[src/rtl/traffic_light_pkg.sv]
// rtl/traffic_light_pkg.sv - shared types and constants for the traffic light controller
package traffic_light_pkg;

    localparam int TIME_W = 10;

    localparam int DEF_TICK_DIV          = 50_000_000;
    localparam int DEF_NORTH_GREEN_TIME  = 30;
    localparam int DEF_NORTH_YELLOW_TIME = 3;
    localparam int DEF_WEST_GREEN_TIME   = 20;
    localparam int DEF_WEST_YELLOW_TIME  = 3;

    typedef enum logic [1:0] {
        NG = 2'd0,
        NY = 2'd1,
        WG = 2'd2,
        WY = 2'd3
    } phase_t;

    typedef struct packed {
        logic n_red;
        logic n_yellow;
        logic n_green;
        logic w_red;
        logic w_yellow;
        logic w_green;
    } lamps_t;

    function automatic phase_t next_phase(input phase_t p);
        case (p)
            NG:      return NY;
            NY:      return WG;
            WG:      return WY;
            WY:      return NG;
            default: return NG;
        endcase
    endfunction

    // The red lamp of each direction covers both phases owned by the other road.
    function automatic lamps_t phase_lamps(input phase_t p);
        lamps_t l;
        l = '0;
        case (p)
            NG: begin l.n_green  = 1'b1; l.w_red    = 1'b1; end
            NY: begin l.n_yellow = 1'b1; l.w_red    = 1'b1; end
            WG: begin l.n_red    = 1'b1; l.w_green  = 1'b1; end
            WY: begin l.n_red    = 1'b1; l.w_yellow = 1'b1; end
            default: begin l.n_green = 1'b1; l.w_red = 1'b1; end
        endcase
        return l;
    endfunction

endpackage

[src/rtl/traffic_light_tick_gen.sv]
// rtl/traffic_light_tick_gen.sv - prescaler producing a one-cycle tick every TICK_DIV clocks
module tick_gen #(
    parameter int TICK_DIV = 50_000_000
) (
    input  logic clk,
    input  logic rst_n,
    output logic tick
);

    // A one-cycle divider still needs a 1-bit counter; it simply stays at zero.
    localparam int CNT_W = (TICK_DIV > 1) ? $clog2(TICK_DIV) : 1;
    localparam logic [CNT_W-1:0] LAST = CNT_W'(TICK_DIV - 1);

    logic [CNT_W-1:0] div_cnt;

    always_ff @(posedge clk) begin
        if (rst_n) begin
            div_cnt <= '0;
        end else if (div_cnt == LAST) begin
            div_cnt <= '0;
        end else begin
            div_cnt <= div_cnt + 1'b1;
        end
    end

    assign tick = (div_cnt == LAST);

endmodule

[src/rtl/traffic_light_top.sv]
// rtl/traffic_light_top.sv - fixed-time four-phase north/west traffic light controller
module traffic_light_top
    import traffic_light_pkg::*;
#(
    parameter int TICK_DIV          = DEF_TICK_DIV,
    parameter int NORTH_GREEN_TIME  = DEF_NORTH_GREEN_TIME,
    parameter int NORTH_YELLOW_TIME = DEF_NORTH_YELLOW_TIME,
    parameter int WEST_GREEN_TIME   = DEF_WEST_GREEN_TIME,
    parameter int WEST_YELLOW_TIME  = DEF_WEST_YELLOW_TIME
) (
    input  logic clk,
    input  logic rst_n,
    output logic north_red_led,
    output logic north_green_led,
    output logic north_yellow_led,
    output logic west_red_led,
    output logic west_green_led,
    output logic west_yellow_led
);

    localparam logic [TIME_W-1:0] NG_LOAD = TIME_W'(NORTH_GREEN_TIME - 1);
    localparam logic [TIME_W-1:0] NY_LOAD = TIME_W'(NORTH_YELLOW_TIME - 1);
    localparam logic [TIME_W-1:0] WG_LOAD = TIME_W'(WEST_GREEN_TIME - 1);
    localparam logic [TIME_W-1:0] WY_LOAD = TIME_W'(WEST_YELLOW_TIME - 1);

    logic              tick;
    phase_t            state;
    phase_t            state_nxt;
    logic [TIME_W-1:0] sec_cnt;
    lamps_t            lamps;

    function automatic logic [TIME_W-1:0] phase_load(input phase_t p);
        case (p)
            NG:      return NG_LOAD;
            NY:      return NY_LOAD;
            WG:      return WG_LOAD;
            WY:      return WY_LOAD;
            default: return NG_LOAD;
        endcase
    endfunction

    tick_gen #(
        .TICK_DIV (TICK_DIV)
    ) u_tick_gen (
        .clk   (clk),
        .rst_n (rst_n),
        .tick  (tick)
    );

    assign state_nxt = next_phase(state);

    // Lamps are registered alongside the state so they switch on the same edge.
    always_ff @(posedge clk) begin
        if (rst_n) begin
            state   <= NG;
            sec_cnt <= NG_LOAD;
            lamps   <= phase_lamps(NG);
        end else if (tick) begin
            if (sec_cnt == '0) begin
                state   <= state_nxt;
                sec_cnt <= phase_load(state_nxt);
                lamps   <= phase_lamps(state_nxt);
            end else begin
                sec_cnt <= sec_cnt - 1'b1;
                lamps   <= phase_lamps(state);
            end
        end else begin
            lamps <= phase_lamps(state);
        end
    end

    assign north_red_led    = lamps.n_red;
    assign north_yellow_led = lamps.n_yellow;
    assign north_green_led  = lamps.n_green;
    assign west_red_led     = lamps.w_red;
    assign west_yellow_led  = lamps.w_yellow;
    assign west_green_led   = lamps.w_green;

endmodule

[config.mk]
export PLATFORM = sky130hd
export DESIGN_NAME = traffic_light_top
export DESIGN_NICKNAME = d
export VERILOG_FILES = /design/src/rtl/traffic_light_pkg.sv /design/src/rtl/traffic_light_tick_gen.sv /design/src/rtl/traffic_light_top.sv
export SDC_FILE = /design/constraint.sdc
export NUM_CORES = 1
export LEC_CHECK = 0
export ABC_CLOCK_PERIOD_IN_PS = 1900
export BUFFER_PORTS_ARGS = -buffer_cell sky130_fd_sc_hd__buf_4
export CORE_MARGIN = 5
export CORE_UTILIZATION = 35
export DETAILED_ROUTE_END_ITERATION = 10
export GPL_ROUTABILITY_DRIVEN = 0
export PLACE_DENSITY = 0.49
export SETUP_SLACK_MARGIN = 0.02
export SLEW_MARGIN = 20
export SYNTH_ARGS = -nofsm -noshare
export SYNTH_HDL_FRONTEND = slang
export SYNTH_SLANG_ARGS = --single-unit
[constraint.sdc]
create_clock -name clk -period 1.9 [get_ports clk]
set_input_delay 0.285 -clock clk [delete_from_list [all_inputs] [get_ports clk]]
set_output_delay 0.285 -clock clk [all_outputs]
set_load 0.005 [all_outputs]
==> metrics.csv <==
metric;value;unit
outcome;finished clean;
antenna-diode-count;0;
routed_wire_length_per_instance;14.36;um
clock_path_buffers;2;
grt_first_pass_wirelength;9.170;mm
cp-start-kind;register;
p_per_area;544.6;nW/um^2
routed-via-count;2119;
timing.max_slew.rel_slack;74.16;%
finClkSkew;7.693;ps
timing.critical_path.arrival;2100;ps
detailed_route_vias_per_instance;5.518;
synth_area_per_cell;8.783;sq um
die_y;90.00;um
cts-hold-fix-buffers;0;
grt_pass1_vias;1913;
ys_async_sr_fraction;0;%
vdd_ir_max;0.0004197;V
remaining_drc_errors;0;
power.share.switching;22.87;%
finalSetupViolCount;0;
power.sequential.fraction;59.7;%
max_clock_freq;534.1;MHz
netlist_area;2240;sq um
syn_to_final_growth;28.04;%
cts_inserted_buffers;5;
initial_antenna_violation_count;0;
grt_overflow;0;
final_cells;384;
final.period_utilization;98.55;%
core_area;6277;sq um
antenna_left;0;
worstSkewPairLatency;300;ps
worstSetupEndpointType;register;
final_core_utilization;45.68;%
tritoncts;yes;
dominantRegCellSynth;sky130_fd_sc_hd__dfxtp_1;
timing.hold.worst.class;input port to register;
worst-endpoint-required;2130;ps
total_power;1.562;mW
leakage;0.9815;nW
postSynthCellCount;255;
synth_sequential_area_ratio;39.33;%
netlist-cell-type-count;53;
dr.first_iter.drc_count;68;
crit_fanout;7;
clock_power_share;36.5;%
grt_setup_unrepaired;true;
drt-pass1-iter-count;4;
critPathKind;register to register;
totalWireLength;5.513;mm
clkTransAtPathRegs;80;ps
cts_max_level;2;
io_buffer_count;7;
worstMarginPinSlew;377.8;ps
final_net_count;315;
die-area;8099;sq um
dp.cells;371;
synth-seq-cells;44;
grt_usage;13.55;%
initial_core_util;35.68;%
netSwitchingPower;0.3572;mW
cts_root_buffer;sky130_fd_sc_hd__clkbuf_8;
commonest_cells_after_routing_fill_and_taps_aside;sky130_fd_sc_hd__buf_4, sky130_fd_sc_hd__dfxtp_1, sky130_fd_sc_hd__nor2_1, sky130_fd_sc_hd__nand4_1, sky130_fd_sc_hd__nand2_1;
synth-edff-count;0;
report.final.hold_viol_count;0;
clkSinkCount;44;
ratio_of_cells_with_drive_above_1_in_the_final_layout;27.36;%
synth_nets;263;
p_int;1.204;mW
cell_rows;29;
io_pins;8;
combPwrFrac;3.8;%
floorplan.die.width;90.00;um
final_common_cell;sky130_fd_sc_hd__buf_4;
grt_max_degree;25;
synth_warnings;0;
dp_hpwl;3.882;mm
finalMaxSlewViolations;0;
final_period_minus_worst_setup_slack;1872;ps
max_cap_violations;0;
[synth_stat cells, drive strengths merged (2+ instances only)]
cell type  count  area (sq um)
dfxtp         44         880.8
a21oi         17         88.84
inv            8         30.03
o211ai         2         15.01
xnor2          6         52.55
nor4b          3         38.79
mux2i          2         20.02
o21ai          9         45.04
nand4         17         106.4
o311ai         3         26.28
buf            4         31.27
nor3           7         40.04
clkbuf         6         22.52
o32ai          2         17.52
or3            8         52.55
nand2         15         58.81
nand3         13         65.06
o41ai          2         17.52
and4           7         62.56
and3           2         12.51
nor2          23         86.33
xor2           5         43.79
o31ai         15         112.6
and2           2         12.52
ha             6         75.07
or4           11         93.84
[flip-flops by register name, indices dropped and copies added (netlist names)]
register and flops:
north_red_led 1, west_red_led 1, north_green_led 1, west_yellow_led 1
u_tick_gen.div_cnt 26, sec_cnt 10, west_green_led 1, state 2
north_yellow_led 1
[routing by layer]
layer	part of all wire, %	GRT usage [%]	up-vias
met4	1.4	4.467	0
met2	47	22.38	22
li1	-	-	1087
met5	0	0	-
met1	49	17.55	1003
met3	2.2	2.838	7
[worst paths after layout]
path,end,start,cells past startpoint,slack [ps]
worst max-delay path,u_tick_gen.div_cnt[22],u_tick_gen.div_cnt[0],5,30
worst min-delay path,sec_cnt[2],rst_n,3,320
worst min register to register,sec_cnt[7],sec_cnt[7],2,480
worst max register to register,u_tick_gen.div_cnt[22],u_tick_gen.div_cnt[0],5,30
[per-stage QoR]
stage | cell area (sq um) | setup TNS [ps] | hold WS (ps) | setup slack (ps)
finish | 2868 | 0 | 322.9 | 27.54
floorplan | 2265 | -0.1208 | 441.8 | -0.1208
detailed placement | 2686 | 0 | 470.8 | 4.861
global placement | 2686 | 0 | 466.4 | 40.60
global route | 2868 | -176.3 | 323.4 | -46.55
CTS | 2810 | -2.779 | 313.7 | -2.779
[what timing repair did]
action                                  CTS  global route
resized for setup                         7            11
buffers inserted                          3             3
pin swaps                                 8             3
endpoints found under the setup margin    5            30
[logic make-up after synthesis]
logic type | Yosys count | synth area share (%)
simple gates | 114 | 30.11
compound gates | 60 | 18.27
flops | 44 | 39.33
buf+inv | 18 | 3.743
xor+xnor | 11 | 4.302
fa+ha+maj | 6 | 3.352
mux | 2 | 0.8939
[area by class of cell]
| cell class | instances | area (sq um) |
|---|---|---|
| clock buffers | 6 | 72.57 |
| clock inverters | 1 | 5.005 |
| fillers | 632 | 3410 |
| inverters | 8 | 30.03 |
| multi-input cells | 193 | 1343 |
| flip-flops and latches | 44 | 884.6 |
| well taps | 77 | 96.34 |
| repair buffers | 55 | 436.7 |
[critical path, stage by stage (launching register included)]
cell,delay [ps]
sky130_fd_sc_hd__dfxtp_2,360
sky130_fd_sc_hd__ha_4,150
sky130_fd_sc_hd__nand4_1,90
sky130_fd_sc_hd__or4_4,580
sky130_fd_sc_hd__or4_1,480
sky130_fd_sc_hd__a21oi_1,140
[power groups by stage]
stage / Sequential (mW) / Combinational [mW] / Clock (mW)
after floorplan: 0.956 / 0.0267 / 0
after detailed placement: 0.954 / 0.0545 / 0
after CTS: 0.933 / 0.0577 / 0.593
after global routing: 0.934 / 0.0647 / 0.631
final: 0.933 / 0.0586 / 0.570
after global placement: 0.954 / 0.0570 / 0
No activity file was read; power rests on OpenSTA's default activity.
